==> src/rtl/expand_subta_pkg.sv <==
// rtl/expand_subta_pkg.sv - shared types and constants for the G.726 EXPAND/SUBTA path
package expand_subta_pkg;

    localparam int S_W  = 8;
    localparam int SE_W = 15;
    localparam int SL_W = 14;
    localparam int D_W  = 16;

    localparam logic LAW_ULAW = 1'b0;
    localparam logic LAW_ALAW = 1'b1;

    // Segment bias used by both laws during expansion.
    localparam int EXP_BIAS = 33;

    // A-law even-bit inversion mask.
    localparam logic [S_W-1:0] ALAW_XOR = 8'h55;

    // Offsets that sign-extend SL (14 -> 16) and SE (15 -> 16).
    localparam logic [D_W-1:0] SL_EXT_ADD = 16'd49152;
    localparam logic [D_W-1:0] SE_EXT_ADD = 16'd32768;

    typedef enum logic [1:0] {
        IDLE = 2'd0,
        EXP  = 2'd1,
        SUB  = 2'd2,
        HOLD = 2'd3
    } state_t;

endpackage

==> src/rtl/expand_subta_if.sv <==
// rtl/expand_subta_if.sv - sample-in / difference-out handshake bundle
interface expand_subta_if;
    import expand_subta_pkg::*;

    logic            LAW;
    logic [S_W-1:0]  S;
    logic [SE_W-1:0] SE;
    logic            S_VALID;
    logic            S_READY;
    logic [SL_W-1:0] SL;
    logic [D_W-1:0]  D;
    logic            D_VALID;
    logic            D_READY;

    // Producer of samples and consumer of differences.
    modport master (
        output LAW, S, SE, S_VALID, D_READY,
        input  S_READY, SL, D, D_VALID
    );

    // The expand/subtract block itself.
    modport slave (
        input  LAW, S, SE, S_VALID, D_READY,
        output S_READY, SL, D, D_VALID
    );

endinterface

==> src/rtl/expand_subta_pcm_expand.sv <==
// rtl/expand_subta_pcm_expand.sv - combinational A-law/u-law to 14-bit linear expander
module pcm_expand
    import expand_subta_pkg::*;
(
    input  logic            law,
    input  logic [S_W-1:0]  s,
    output logic [SL_W-1:0] sl
);

    localparam logic [SL_W-1:0] BIAS = SL_W'(EXP_BIAS);

    logic [S_W-1:0]  code;
    logic [2:0]      expo;
    logic [3:0]      mant;
    logic [SL_W-1:0] base;
    logic [SL_W-1:0] mag;
    logic            positive;

    // Undo the line coding, split sign/segment/step, rebuild magnitude and apply sign.
    always_comb begin
        code     = (law == LAW_ALAW) ? (s ^ ALAW_XOR) : ~s;
        expo     = code[6:4];
        mant     = code[3:0];
        base     = {9'd0, mant, 1'b0} + BIAS;
        mag      = '0;
        positive = 1'b0;
        if (law == LAW_ALAW) begin
            positive = code[7];
            // Segment 0 of A-law is linear with no bias.
            mag = (expo == 3'd0) ? {9'd0, mant, 1'b1} : (base << (expo - 3'd1));
        end else begin
            positive = ~code[7];
            mag = (base << expo) - BIAS;
        end
        // Negative zero collapses to zero through the modular negate.
        sl = positive ? mag : (SL_W'(0) - mag);
    end

endmodule

==> src/rtl/expand_subta.sv <==
// rtl/expand_subta.sv - G.726 encoder input path: expand log-PCM then subtract signal estimate
module expand_subta
    import expand_subta_pkg::*;
(
    input  logic clk,
    input  logic reset,
    input  logic scan_in0,
    input  logic scan_in1,
    input  logic scan_in2,
    input  logic scan_in3,
    input  logic scan_in4,
    input  logic scan_enable,
    input  logic test_mode,
    output logic scan_out0,
    output logic scan_out1,
    output logic scan_out2,
    output logic scan_out3,
    output logic scan_out4,
    expand_subta_if.slave bus
);

    state_t state, state_next;

    logic [S_W-1:0]  s_q;
    logic [SE_W-1:0] se_q;
    logic            law_q;
    logic [SL_W-1:0] sl_q;
    logic [D_W-1:0]  d_q;

    logic            s_ready;
    logic            d_valid;
    logic            accept;
    logic            exp_en;
    logic            sub_en;

    logic [SL_W-1:0] sl_exp;
    logic [D_W-1:0]  sli;
    logic [D_W-1:0]  sei;
    logic [D_W-1:0]  d_next;

    pcm_expand u_expand (
        .law (law_q),
        .s   (s_q),
        .sl  (sl_exp)
    );

    // Sign-extend both operands to 16 bits and subtract; wrap-around is intended.
    always_comb begin
        sli    = sl_q[SL_W-1] ? ({2'b00, sl_q} + SL_EXT_ADD) : {2'b00, sl_q};
        sei    = se_q[SE_W-1] ? ({1'b0, se_q} + SE_EXT_ADD) : {1'b0, se_q};
        d_next = sli - sei;
    end

    // State register.
    always_ff @(posedge clk) begin
        if (reset) begin
            state <= IDLE;
        end else begin
            state <= state_next;
        end
    end

    // Next-state: one sample in flight, HOLD waits for the consumer.
    always_comb begin
        state_next = state;
        case (state)
            IDLE:    if (bus.S_VALID) state_next = EXP;
            EXP:     state_next = SUB;
            SUB:     state_next = HOLD;
            HOLD:    if (bus.D_READY) state_next = IDLE;
            default: state_next = IDLE;
        endcase
    end

    // Outputs and datapath enables decoded from the current state.
    always_comb begin
        s_ready = (state == IDLE);
        d_valid = (state == HOLD);
        exp_en  = (state == EXP);
        sub_en  = (state == SUB);
        accept  = s_ready & bus.S_VALID;
    end

    // Datapath registers: input latch on accept, SL in EXP, D in SUB.
    always_ff @(posedge clk) begin
        if (reset) begin
            s_q   <= '0;
            se_q  <= '0;
            law_q <= LAW_ULAW;
            sl_q  <= '0;
            d_q   <= '0;
        end else begin
            if (accept) begin
                s_q   <= bus.S;
                se_q  <= bus.SE;
                law_q <= bus.LAW;
            end
            if (exp_en) begin
                sl_q <= sl_exp;
            end
            if (sub_en) begin
                d_q <= d_next;
            end
        end
    end

    assign bus.S_READY = s_ready;
    assign bus.D_VALID = d_valid;
    assign bus.SL      = sl_q;
    assign bus.D       = d_q;

    // Stubs restitched by scan insertion; held low in functional mode.
    assign scan_out0 = test_mode & scan_enable & scan_in0;
    assign scan_out1 = test_mode & scan_enable & scan_in1;
    assign scan_out2 = test_mode & scan_enable & scan_in2;
    assign scan_out3 = test_mode & scan_enable & scan_in3;
    assign scan_out4 = test_mode & scan_enable & scan_in4;

endmodule
==> src/flat_wrapper.sv <==
// flat-port wrapper written by rule: the top's interface ports become plain ports
module expand_subta_flat import expand_subta_pkg::*;
  (clk, reset, scan_in0, scan_in1, scan_in2, scan_in3, scan_in4, scan_enable, test_mode, scan_out0, scan_out1, scan_out2, scan_out3, scan_out4, bus_LAW, bus_S, bus_SE, bus_S_VALID, bus_D_READY, bus_S_READY, bus_SL, bus_D, bus_D_VALID);
  expand_subta_if bus_i ();
  input  logic clk;
  input  logic reset;
  input  logic scan_in0;
  input  logic scan_in1;
  input  logic scan_in2;
  input  logic scan_in3;
  input  logic scan_in4;
  input  logic scan_enable;
  input  logic test_mode;
  output logic scan_out0;
  output logic scan_out1;
  output logic scan_out2;
  output logic scan_out3;
  output logic scan_out4;
  input wire logic [$bits(bus_i.LAW)-1:0] bus_LAW;
  input wire logic [$bits(bus_i.S)-1:0] bus_S;
  input wire logic [$bits(bus_i.SE)-1:0] bus_SE;
  input wire logic [$bits(bus_i.S_VALID)-1:0] bus_S_VALID;
  input wire logic [$bits(bus_i.D_READY)-1:0] bus_D_READY;
  output wire logic [$bits(bus_i.S_READY)-1:0] bus_S_READY;
  output wire logic [$bits(bus_i.SL)-1:0] bus_SL;
  output wire logic [$bits(bus_i.D)-1:0] bus_D;
  output wire logic [$bits(bus_i.D_VALID)-1:0] bus_D_VALID;
  assign bus_i.LAW = bus_LAW;
  assign bus_i.S = bus_S;
  assign bus_i.SE = bus_SE;
  assign bus_i.S_VALID = bus_S_VALID;
  assign bus_i.D_READY = bus_D_READY;
  assign bus_S_READY = bus_i.S_READY;
  assign bus_SL = bus_i.SL;
  assign bus_D = bus_i.D;
  assign bus_D_VALID = bus_i.D_VALID;
  expand_subta u_core (.clk(clk), .reset(reset), .scan_in0(scan_in0), .scan_in1(scan_in1), .scan_in2(scan_in2), .scan_in3(scan_in3), .scan_in4(scan_in4), .scan_enable(scan_enable), .test_mode(test_mode), .scan_out0(scan_out0), .scan_out1(scan_out1), .scan_out2(scan_out2), .scan_out3(scan_out3), .scan_out4(scan_out4), .bus(bus_i));
endmodule
==> config.mk <==
export PLATFORM = sky130hd
export DESIGN_NAME = expand_subta_flat
export DESIGN_NICKNAME = d
export VERILOG_FILES = /design/src/rtl/expand_subta_pkg.sv /design/src/rtl/expand_subta_if.sv /design/src/rtl/expand_subta_pcm_expand.sv /design/src/rtl/expand_subta.sv /design/src/flat_wrapper.sv
export SDC_FILE = /design/constraint.sdc
export NUM_CORES = 1
export LEC_CHECK = 0
export BUFFER_PORTS_ARGS = -buffer_cell sky130_fd_sc_hd__buf_2
export CAP_MARGIN = 20
export CORE_ASPECT_RATIO = 0.8
export CORE_MARGIN = 5
export CORE_UTILIZATION = 60
export CTS_CLUSTER_DIAMETER = 100
export CTS_CLUSTER_SIZE = 20
export DETAILED_ROUTE_END_ITERATION = 12
export GPL_ROUTABILITY_DRIVEN = 0
export HOLD_SLACK_MARGIN = 0.06
export PLACE_DENSITY_LB_ADDON = 0.1
export SLEW_MARGIN = 15
export SYNTH_ARGS = -nofsm -noshare
export SYNTH_HDL_FRONTEND = slang
export SYNTH_SLANG_ARGS = --single-unit
==> constraint.sdc <==
create_clock -name clk -period 6.8 [get_ports clk]
set_input_delay 1.36 -clock clk [delete_from_list [all_inputs] [get_ports clk]]
set_output_delay 1.36 -clock clk [all_outputs]
set_load 0.02 [all_outputs]
# ---- Word-level counts from Yosys, hierarchy flattened
# Index checks and enable logic that the tools add are counted.
dict set report classes {
  n_bitwise 10
  eq_ne 5
  add_sub_neg 7
  shift 2
  n_reduce_logical 3
  n_mux 10
}
# operator n
set ops {}
lappend ops {{$mux 14} 3}
lappend ops {{$mux 16} 2}
lappend ops {{$shl 7x3->14} 2}
lappend ops {{$add 15x15->16 const B} 1}
lappend ops {{$add 15x16->16 const B} 1}
lappend ops {{$sub 16x16->16} 1}
lappend ops {{$sub 1x14->14 const A} 1}
lappend ops {{$sub 14x6->14 const B} 1}
lappend ops {{$mux 8} 1}
lappend ops {{$not 8->8} 1}
lappend ops {{$pmux 2 s4} 1}
lappend ops {{$add 5x6->7 const B} 1}
lappend ops {{$and 1x1->1} 7}
lappend ops {{$eq 2x2->1 const B} 2}
lappend ops {{$mux 2} 2}
lappend ops {{$ne 2x2->1 const B} 2}
lappend ops {{$not 4->4} 1}
lappend ops {{$logic_not 3->1} 1}
lappend ops {{$sub 3x1->3 const B} 1}
lappend ops {{$eq 2x1->1 const B} 1}
lappend ops {{$logic_not 2->1} 1}
lappend ops {{$reduce_and 2->1} 1}
lappend ops {{$mux 1} 1}
lappend ops {{$not 1->1} 1}
dict set report word_totals {
  inputBits 35
  out_inout_bits 37
  ff_bits 56
}

# ---- Depth between registers and ports, before layout
# Gate-level depths: netlist (run 1).
dict set report depth {
  depth_word 8
  mapped_depth 18
  depth_no_buf 16
}

# ---- Hierarchy
# A second synthesis (run 1) with hierarchy kept.
dict set report unflattened {
  cells_unflattened 630
  hier_area_um2 4919.7
}
# mod cells_each area_each_um2 instances seq_area_each_um2
set by_module_without_submodules {}
lappend by_module_without_submodules {expand_subta 354 2882.8 1 1121.1}
lappend by_module_without_submodules {pcm_expand 276 2037.0 1 0.0}

# ---- Least setup slack after synthesis (run 1)
# OpenSTA, ideal clock, no wires.
dict set report synth_path {
  path_kind {register to register}
  from {reg u_core.s_q[4]}
  to {reg u_core.sl_q[13], in the netlist u_core.bus.SL[13]}
  path_buffers 4
  path_slack_ps 3233
  path_stages_with_launch 18
  synth_period_minus_slack_ps 3567
  arrival_time_ps 3439
  path_cell_list {dfxtp_1 -> buf_2 -> buf_2 -> clkbuf_1 -> ha_1 -> ha_1 -> clkbuf_1 -> inv_1 -> ha_1 -> inv_1 -> nor2_1 -> o32a_1 -> nor3_1 -> o21ai_2 -> nor3_4 -> nand2_1 -> o41ai_2 -> nor2_1}
}
dict set report synth_via {
  elab_chain_cells 8
}
# item line
set synth_lines {}
lappend synth_lines {{start: declaration} expand_subta.sv:24} ;# logic [S_W-1:0] s_q;
lappend synth_lines {{start signal: assignment} expand_subta.sv:94} ;# s_q <= bus.S;
lappend synth_lines {{$not 8->8 or $not 4->4 (tied branches)} n/a}
lappend synth_lines {{$mux 8 (*)} expand_subta_pcm_expand.sv:21} ;# code = (law == LAW_ALAW) ? (s ^ ALAW_XOR) : ~s;
lappend synth_lines {{parallel branches: the longest is 3 deep, another holds $sub 14x6->14} n/a}
lappend synth_lines {{$mux 14 (*)} expand_subta_pcm_expand.sv:27} ;# if (law == LAW_ALAW) begin
lappend synth_lines {{$sub 1x14->14} expand_subta_pcm_expand.sv:36} ;# sl = positive ? mag : (SL_W'(0) - mag);
lappend synth_lines {{$mux 14 (*)} expand_subta_pcm_expand.sv:36}
lappend synth_lines {{end signal: assignment} expand_subta.sv:99} ;# sl_q <= sl_exp;
lappend synth_lines {{end: declaration} expand_subta.sv:27} ;# logic [SL_W-1:0] sl_q;
# Mark *: on every way between the ends.
# A chain may end at the register's enable or synchronous reset.

# ---- Final worst setup path (run 1)
# Same ends and word-level chain as after synthesis.

==> run summary, run 1 <==
Family with the most delay on the worst path: adder cells
Cell breakdown of the critical path: ha_1 > ha_1 > inv_1 > ha_1 > inv_1 > a211oi_2 > and4_4 > o31ai_4 > nand4_2 > nor3_4 > nand2_1 > o41ai_2 > nor2_1
Synth area leaders: dfxtp_1 (26%), ha_1 (7.4%), nand2_1 (6.8%)
Number of port buffers: 71
Setup violators final: 0
Vias/cell: 6.11
Initial core utilization: 62.7%
Synth unique cells: 83
First drt pass iteration count: 5
RSZ-0062 raised after global routing: false
TritonCTS Buffers: 5
Die Span Y: 86.5 um
Clk pin slew, worst setup/hold paths: 0.10 ns
CTS Sinks: 56
Antenna Cells: 0
Drt wl/cell: 15.8 um
Worst setup EP type: flip-flop
Vias: 4318
Main synth FF type: dfxtp_1
# fillers: 611
Min-delay worst type: reg -> reg
Slowest stage cell, crit path: dfxtp_1
Synthesized area: 4380 um^2
CTS max path bufs: 2
Top cells by count, synth: nand2_1 (80), a21oi_1 (56), dfxtp_1 (56)
Register bit total from synthesis: 56
Arrival time at the worst endpoint: 4.34 ns
Hold buffers post-CTS: 0
Sequential share of the synthesized area: 25.6%
Most numerous cell in the Yosys netlist: nand2_1
Data required time of the worst path: 6.99 ns
Worst VDD drop: 211 uV
Slew Limit Fails: 0
Min cycle time layout: 4.15 ns
Die Width: 106 um
Overall Power: 0.00219 W
Post-cts sizing count: 0
Post-Route Utilization: 68.8%
Final #Nets: 683
Final ANT Viol Nets: 0
First-pass GRT wire length: 18.8 mm
Io pins: 72
# rows: 27
Top cell type by total area after synthesis: dfxtp_1
Post-synth EDFFs: 0
Top-area cell type share of the netlist area: 25.6%
Vias in the first global route: 4012
Share of cells above drive strength 1: 17.6%
Skew-Pair Late Insertion Delay: 0.32 ns
GRT Resource Usage Total: 24.4%
CP max FO: 33
Fmax: 241 MHz
Post-synth ARST share: 0%
DR DRC count: 0
Critical Path Max Stage Delay: 0.97 ns
Final Hold Vio Count: 0
Setup bufs post-CTS: 0
Total Routed Length: 11.2 mm
Hold_ws: 0.462 ns
Core ar.: 6990 um^2
Root buffer selected by CTS: clkbuf_8
Cell Pwr Density: 455 nW/um^2
Antenna violations before repair: 0
Worst Setup Start Kind: flip-flop
Lkg Pwr: 2.01 nW
Synth warn: 0
Post-DP HPWL: 8.47 mm
Type of the worst setup path: reg -> reg
# H-tree levels: 2
Syn Inst Count: 579
Relative slew slack: 33.0%
Maxcap violations: 0
Syn nets: 641
Largest net degree at the start of global routing: 58
DRT iter0 DRCs: 348
Worst path most repeated cell: ha_1
Syn_area_per_cell: 7.57 um^2
Fin crit share: 61.0%
Worst Tran Pin Value: 1.01 ns
Die outline area: 9130 um^2
CTS tree: yes
Area delta synth->final: 9.70%
CP bufs+invs: 2
Clk_skew: 0.0109 ns
Setup TNS: 0 ns
Outcome: finished, final reports clean
Overflow after GRT: 0
==> cells by family (layout without fill, tap and decap cells) <==
| family | count (synthesis) | count (layout) | share of synthesized area (%) |
|---|---|---|---|
| compound gates | 148 | 148 | 24.0 |
| simple gates | 229 | 229 | 25.7 |
| fa+ha+maj | 27 | 27 | 7.88 |
| flops | 56 | 56 | 25.6 |
| xor+xnor | 20 | 20 | 4.17 |
| mux | 22 | 22 | 5.56 |
| buf+inv | 77 | 118 | 7.11 |
==> path summary, 6_finish.rpt <==
path	from	end	slack, ns	cells past startpoint
worst min register to register	u_core.se_q[7]$_SDFFE_PP0P_	u_core.se_q[7]$_SDFFE_PP0P_	0.46	2
worst max register to register	u_core.s_q[4]$_SDFFE_PP0P_	u_core.bus.SL[13]$_SDFFE_PP0N_	2.65	13
worst max-delay path	u_core.s_q[4]$_SDFFE_PP0P_	u_core.bus.SL[13]$_SDFFE_PP0N_	2.65	13
worst min-delay path	u_core.se_q[7]$_SDFFE_PP0P_	u_core.se_q[7]$_SDFFE_PP0P_	0.46	2
==> state kept, by name, indices dropped and copies added (netlist names) <==
register / cells
u_core.bus.D: 16
u_core.se_q: 15
u_core.bus.SL: 14
u_core.s_q: 8
u_core.state: 2
u_core.law_q: 1
==> cells in the final DEF, fill, tap and decap left out, types with 3 or more instances in the layout <==
master	n
xnor2_1	13
and2_1	7
mux2i_1	17
buf_2	71
and3_1	7
nand4b_1	3
nand2b_1	11
a21oi_1	56
nor2b_1	10
a211oi_1	9
or3_1	9
dfxtp_1	56
nand3_1	11
or2_2	3
o21a_1	4
nand4_1	4
xor2_1	6
a211oi_2	3
nand3b_1	5
a31oi_1	6
a22oi_1	5
nand2_1	80
nor3_1	11
o21ai_0	16
a21o_1	5
ha_1	26
clkbuf_8	5
nor2_1	53
inv_1	36
==> report_power, final <==
part           total, W  switching (W)  internal (W)
combinational   0.00144       0.000855      0.000581
clock          0.000215       0.000109      0.000106
sequential     0.000539       0.000107      0.000432
total           0.00219        0.00107       0.00112
==> metal layers <==
layer | track usage (%) | share of wire [%]
met1 | 34.9 | 47
met2 | 38.3 | 44
met3 | 5.21 | 8.8
met4 | 4.71 | 0.78
met5 | 0 | 0
==> cell type report <==
cell class	count	area [um^2]	share of cell area, %
flip-flops and latches	56	1120	23.3
repair buffers	73	378	7.86
clock buffers	5	68.8	1.43
inverters	39	151	3.15
multi-input cells	446	2950	61.4
clock inverters	1	30.0	0.624
well taps	87	109	2.26
==> through the flow <==
step / instance area (um^2) / std cells / worst slack, ns
5_1_grt: 4810 / 707 / 2.35
4_1_cts: 4790 / 706 / 2.73
2_1_floorplan: 4380 / 579 / 3.23
3_5_place_dp: 4700 / 700 / 2.74
6_report: 4810 / 707 / 2.65
3_3_place_gp: 4700 / 700 / 2.99
==> worst min-delay path: cells and delay by family (launching register included) <==
kind	cells	cell delay, ns
DFF	1	0.32
and+or+nand+nor	1	0.05
AOI/OAI and AO/OA	1	0.05
No activity file was read; power rests on OpenSTA's default activity.
==> inputs of run 2 (changes only) <==
--- a/config.mk
+++ b/config.mk
@@ -9,7 +9,7 @@
 export CAP_MARGIN = 20
 export CORE_ASPECT_RATIO = 0.8
 export CORE_MARGIN = 5
-export CORE_UTILIZATION = 60
+export CORE_UTILIZATION = 58
 export CTS_CLUSTER_DIAMETER = 100
 export CTS_CLUSTER_SIZE = 20
 export DETAILED_ROUTE_END_ITERATION = 12
==> constraint.sdc (replaced) <==
create_clock -name clk -period 4 [get_ports clk]
set_input_delay 0.8 -clock clk [delete_from_list [all_inputs] [get_ports clk]]
set_output_delay 0.8 -clock clk [all_outputs]
set_load 0.02 [all_outputs]
==> run 2 against run 1 <==
Net effect: design area up 0.88%; worst setup slack worse by 2.2 ns; final cell count up 3.4%; non-clock buffer count up 4; fmax up 18%; combinational power up 71%; sequential cell count unchanged; sequential power up 66%; global-route usage down 0.82 points; via count about the same; sequential share of layout area down 0.20 points; critical path type unchanged; critical endpoint unchanged.
==> run summary, run 2 (synthesized netlist as in run 1, its figures left out) <==
Drt wl/cell: 15.3 um
Clk_skew: 0.00801 ns
Total Routed Length: 11.2 mm
P_int: 0.00186 W
Area delta synth->final: 10.7%
Post-cts sizing count: 0
First drt pass iteration count: 5
Post-Layout Inst Area: 4850 um^2
Cell Pwr Density: 759 nW/um^2
Antenna violations before repair: 0
Worst VDD drop: 391 uV
Hold buffers post-CTS: 0
Antenna Cells: 0
Type of the worst setup path: reg -> reg
Outcome: finished, final reports clean
First-pass GRT wire length: 18.3 mm
CTS Sinks: 56
Maxcap violations: 0
DRT iter0 DRCs: 428
Setup violators final: 0
Final ANT Viol Nets: 0
Largest net degree at the start of global routing: 44
Setup bufs post-CTS: 0
Final Hold Vio Count: 0
Initial core utilization: 59.3%
Root buffer selected by CTS: clkbuf_8
Min cycle time layout: 3.53 ns
Relative slew slack: 31.1%
CP max FO: 10
TritonCTS Buffers: 5
RSZ-0062 raised after global routing: false
Sequential share of power: 24.3%
Placed cell areas: 4760 um^2
Skew-Pair Late Insertion Delay: 0.31 ns
Die outline area: 9410 um^2
Post-DP HPWL: 8.68 mm
# rows: 28
Share of cells above drive strength 1: 18.4%
Psw: 0.00182 W
Overflow after GRT: 0
Number of port buffers: 71
Setup TNS: 0 ns
Io pins: 72
Min-delay worst type: reg -> reg
Combinational cell fraction of total power: 66.8%
# fillers: 639
GRT Resource Usage Total: 23.6%
Die Span Y: 87.8 um
Vias/cell: 5.91
Worst Tran Pin Value: 1.03 ns
Data required time of the worst path: 4.19 ns
Clk pin slew, worst setup/hold paths: 0.10 ns
Final #Nets: 687
CTS tree: yes
Vias: 4319
Slew Limit Fails: 0
DR DRC count: 0
Core ar.: 7390 um^2
Hold_ws: 0.460 ns
Die Width: 107 um
Arrival time at the worst endpoint: 3.72 ns
Switching share of power: 49.4%
Worst Setup Start Kind: flip-flop
Most common cell after layout, fill and taps aside: nand2_1
Clock Power Share: 8.9%
CTS max path bufs: 2
Lkg Pwr: 2.03 nW
Worst setup EP type: flip-flop
Max reg flops: 16
Fmax: 283 MHz
Most frequent cells in the layout: nand2_1 (80), buf_2 (71), a21oi_1 (56), dfxtp_1 (56), nor2_1 (53)
Vias in the first global route: 3858
Fin crit share: 88.2%
# H-tree levels: 2
run 2: cell count changes in the layout (fill, tap and decap cells not counted), sizes merged:
cell / previous run / this run
buf: 73 / 77
clkinv: 3 / 4
inv: 36 / 37
clkbuf: 5 / 6
bufinv: 1 / 0
run 2: stage by stage:
| step | setup slack, ns | instances | util, % | power [W] |
|---|---|---|---|---|
| after floorplan | 0.433 | 579 | - | 0.00278 |
| after detailed placement | 0.534 | 723 | 64.3 | 0.00333 |
| after global placement | 0.678 | 723 | 64.3 | 0.00328 |
| after CTS | 0.495 | 731 | 65.6 | 0.00367 |
| final | 0.472 | 731 | 65.6 | 0.00368 |
| after global routing | 0.216 | 731 | 65.6 | 0.00399 |
run 2: area by class of cell:
type | instances | area [um^2] | area share (%)
Clock buffer | 6 | 82.6 | 1.70
Sequential cell | 56 | 1120 | 23.1
Tap cell | 105 | 131 | 2.71
Inverter | 39 | 151 | 3.12
Timing Repair Buffer | 77 | 400 | 8.25
Clock inverter | 2 | 13.8 | 0.284
Multi-Input combinational cell | 446 | 2950 | 60.8
run 2: per-layer routing:
layer	up-vias	global-route usage, %	share of wire, %
met1	1999	34.5	48
met3	17	3.98	7.9
met4	0	4.53	1.0
met5	-	0	0
met2	175	36.9	43
li1	2128	-	-
run 2: final timing paths:
kind | start | endpoint | slack, ns | depth (start not counted)
worst max register to register | u_core.law_q$_SDFFE_PP0P_ | u_core.bus.SL[13]$_SDFFE_PP0N_ | 0.47 | 15
worst max-delay path | u_core.law_q$_SDFFE_PP0P_ | u_core.bus.SL[13]$_SDFFE_PP0N_ | 0.47 | 15
worst min register to register | u_core.se_q[2]$_SDFFE_PP0P_ | u_core.se_q[2]$_SDFFE_PP0P_ | 0.46 | 2
worst min-delay path | u_core.se_q[2]$_SDFFE_PP0P_ | u_core.se_q[2]$_SDFFE_PP0P_ | 0.46 | 2
run 2: worst max-delay path, stage by stage, from the launching register on:
cell,delay [ns]
dfxtp_1,0.35
xnor2_2,0.32
clkinv_4,0.16
ha_1,0.26
ha_1,0.22
inv_1,0.11
ha_1,0.20
inv_1,0.10
a211oi_2,0.20
and4_4,0.31
o32a_1,0.17
o21ai_2,0.10
nor3_4,0.29
nand2_1,0.11
o41ai_2,0.41
nor2_1,0.09
run 2: power groups by stage:
| stage | combinational, W | sequential, W | clock (W) |
|---|---|---|---|
| floorplan | 0.00179 | 0.000990 | 0 |
| global placement | 0.00238 | 0.000898 | 0 |
| detailed placement | 0.00242 | 0.000904 | 0 |
| CTS | 0.00244 | 0.000892 | 0.000342 |
| global route | 0.00271 | 0.000921 | 0.000362 |
| finish | 0.00246 | 0.000895 | 0.000329 |
==> inputs of run 3 (changes only) <==
--- a/config.mk
+++ b/config.mk
@@ -9,7 +9,7 @@
 export CAP_MARGIN = 20
 export CORE_ASPECT_RATIO = 0.8
 export CORE_MARGIN = 5
-export CORE_UTILIZATION = 58
+export CORE_UTILIZATION = 59
 export CTS_CLUSTER_DIAMETER = 100
 export CTS_CLUSTER_SIZE = 20
 export DETAILED_ROUTE_END_ITERATION = 12
@@ -19,4 +19,5 @@
 export SLEW_MARGIN = 15
 export SYNTH_ARGS = -nofsm -noshare
 export SYNTH_HDL_FRONTEND = slang
+export SYNTH_HIERARCHICAL = 1
 export SYNTH_SLANG_ARGS = --single-unit
==> run 3 against run 2 <==
Net effect: synthesized area up 12%; non-clock buffer count up 3; via count up 13%; critical path depth up 1; final cell count up 7.5%; routed wire length up 19%; sequential cell count unchanged; largest cell class unchanged.
==> run summary, run 3 <==
Outcome: finished, final reports clean
Synth area leaders: dfxtp_1 (23%), nand2_1 (6.6%), ha_1 (6.4%)
Slew Limit Fails: 0
Max reg flops: 16
Syn Inst Count: 630
Hold Startpoint: u_core/se_q[6]$_SDFFE_PP0P_
Most frequent cells in the layout: nand2_1 (87), buf_2 (71), dfxtp_1 (56)
DRT iter0 DRCs: 522
CTS Sinks: 56
Total Routed Length: 13.4 mm
Inst Count DP: 778
First drt pass iteration count: 7
CTS tree: yes
Io pins: 72
Slowest stage cell, crit path: dfxtp_1
Combinational cell fraction of total power: 68.9%
Synth warn: 6
Antenna violations before repair: 0
# fillers: 708
Synthesized area: 4920 um^2
Post-Layout Inst Area: 5380 um^2
Psw: 0.00199 W
Share of cells above drive strength 1: 19.8%
RSZ-0062 raised after global routing: false
CP max FO: 7
R2R Path End: u_core/bus.SL[12]$_SDFFE_PP0N_
GRT Resource Usage Total: 25.3%
Top-area cell type share of the netlist area: 22.8%
Fmax: 280 MHz
Synth unique cells: 98
Lkg Pwr: 2.18 nW
Drt wl/cell: 17.0 um
Worst VDD drop: 491 uV
Arrival time at the worst endpoint: 3.75 ns
DR DRC count: 0
First-pass GRT wire length: 22.0 mm
Antenna Cells: 0
Post-synth EDFFs: 0
Reg2Reg Depth: 16
Vias in the first global route: 4409
Main synth FF type: dfxtp_1
Multi-input logic area: 3470 um^2
Fin cells: 786
# H-tree levels: 2
Core ar.: 8020 um^2
Final Hold Vio Count: 0
Sequential share of power: 22.7%
Setup slack, reg-to-reg: 0.43 ns
Critical Path Max Stage Delay: 0.43 ns
Post-Route Utilization: 67.0%
Vias: 4866
Number of port buffers: 71
Die Width: 112 um
P_int: 0.00193 W
Clk_skew: 0.00946 ns
TritonCTS Buffers: 5
Syn nets: 691
Worst setup EP type: flip-flop
Post-cts sizing count: 0
Maxcap violations: 0
Switching share of power: 50.7%
Overflow after GRT: 0
Min cycle time layout: 3.57 ns
Fin crit share: 89.3%
Largest net degree at the start of global routing: 58
Most common cell after layout, fill and taps aside: nand2_1
Top cells by count, synth: nand2_1 (87), dfxtp_1 (56), nor2_1 (52)
Die outline area: 10300 um^2
Family with the most delay on the worst path: simple AND/OR/NAND/NOR gates
Placed cell areas: 5280 um^2
Die Span Y: 91.7 um
Hold buffers post-CTS: 0
Worst Setup Start Kind: flip-flop
Hold_ws: 0.462 ns
Top cell type by total area after synthesis: dfxtp_1
Final ANT Viol Nets: 0
Setup violators final: 0
Hold depth: 2
Sequential share of the synthesized area: 22.8%
Register area: 1120 um^2
# rows: 29
Final #Nets: 738
Relative slew slack: 42.2%
Most numerous cell in the Yosys netlist: nand2_1
Cell Pwr Density: 728 nW/um^2
CP bufs+invs: 2
Reg2reg start: u_core/law_q$_SDFFE_PP0P_
Setup bufs post-CTS: 0
Clock Power Share: 8.5%
Root buffer selected by CTS: clkbuf_8
Clk pin slew, worst setup/hold paths: 0.10 ns
Register bit total from synthesis: 56
Data required time of the worst path: 4.18 ns
End of the worst hold path: u_core/se_q[6]$_SDFFE_PP0P_
Min-delay worst type: reg -> reg
Post-synth ARST share: 0%
Post-DP HPWL: 10.2 mm
Skew-Pair Late Insertion Delay: 0.31 ns
Setup TNS: 0 ns
Vias/cell: 6.19
Cell breakdown of the critical path: nor2b_2 > nor2_2 > inv_2 > ha_1 > and2_1 > inv_1 > ha_1 > nor2b_1 > o32ai_4 > and2_1 > o211ai_4 > nor4_2 > a31oi_1 > mux2_2 > mux2i_1 > nor2_1
Type of the worst setup path: reg -> reg
Syn_area_per_cell: 7.81 um^2
CTS max path bufs: 2
Area delta synth->final: 9.26%
Worst Tran Pin Value: 0.868 ns
Initial core utilization: 61.4%
Worst path depth: 16
## run 3: cell count changes after synthesis, sizes merged, moves of 5 or more
cell	previous run	this run
buf	8	24
clkbuf	30	16
inv	36	31
mux2i	18	26
nand2	81	87
nand2b	11	17
nor2b	10	16
o211ai	1	8
or3	9	4
## run 3: power groups by stage
stage          Clock [W]  Combinational (W)  Sequential (W)
5_1_grt         0.000362            0.00294        0.000913
2_1_floorplan          0            0.00198        0.000968
4_1_cts         0.000341            0.00264        0.000886
6_report        0.000331            0.00269        0.000887
3_3_place_gp           0            0.00257        0.000891
3_5_place_dp           0            0.00263        0.000900
## run 3: cells by family after synthesis
kind of cell,Yosys count,share of synthesized area (%)
compound gates,178,27.6
xor+xnor,18,3.20
mux,31,6.66
flops,56,22.8
fa+ha+maj,26,6.77
buf+inv,72,6.76
simple gates,249,26.2
## run 3: cell type report
class	count	area share (%)
timing repair buffer	80	8.10
inverter	32	2.23
clock inverter	2	0.279
tap	108	2.51
sequential	56	20.9
multi-input combinational	502	64.5
clock buffer	6	1.54
## run 3: how the worst max path moves through the flow
stage                                     endpoint  slack (ns)                        from
CTS                 u_core/bus.SL[10]$_SDFFE_PP0N_        0.47   u_core/law_q$_SDFFE_PP0P_
global placement    u_core/bus.SL[10]$_SDFFE_PP0N_        0.66   u_core/law_q$_SDFFE_PP0P_
floorplan           u_core/bus.SL[10]$_SDFFE_PP0N_        0.37  u_core/s_q[4]$_SDFFE_PP0P_
detailed placement  u_core/bus.SL[10]$_SDFFE_PP0N_        0.50   u_core/law_q$_SDFFE_PP0P_
global route        u_core/bus.SL[10]$_SDFFE_PP0N_        0.14   u_core/law_q$_SDFFE_PP0P_
finish              u_core/bus.SL[12]$_SDFFE_PP0N_        0.43   u_core/law_q$_SDFFE_PP0P_
## run 3: per-layer routing
layer | vias to the layer above | part of all wire, % | GRT usage (%)
met1 | 2237 | 47 | 38.9
li1 | 2365 | - | -
met3 | 11 | 9.7 | 4.47
met4 | 0 | 0.57 | 3.80
met5 | - | 0 | 0
met2 | 253 | 42 | 37.6
## run 3: worst min-delay path, delay by kind of cell (launching register included)
family / cells / cell delay (ns)
AOI/OAI and AO/OA: 1 / 0.05
DFF: 1 / 0.32
and+or+nand+nor: 1 / 0.05
## run 3: metrics by stage
| step | total power [W] | setup slack [ns] |
|---|---|---|
| 2_1_floorplan | 0.00295 | 0.369 |
| 3_3_place_gp | 0.00346 | 0.661 |
| 3_5_place_dp | 0.00353 | 0.498 |
| 4_1_cts | 0.00386 | 0.473 |
| 5_1_grt | 0.00422 | 0.138 |
| 6_report | 0.00391 | 0.430 |
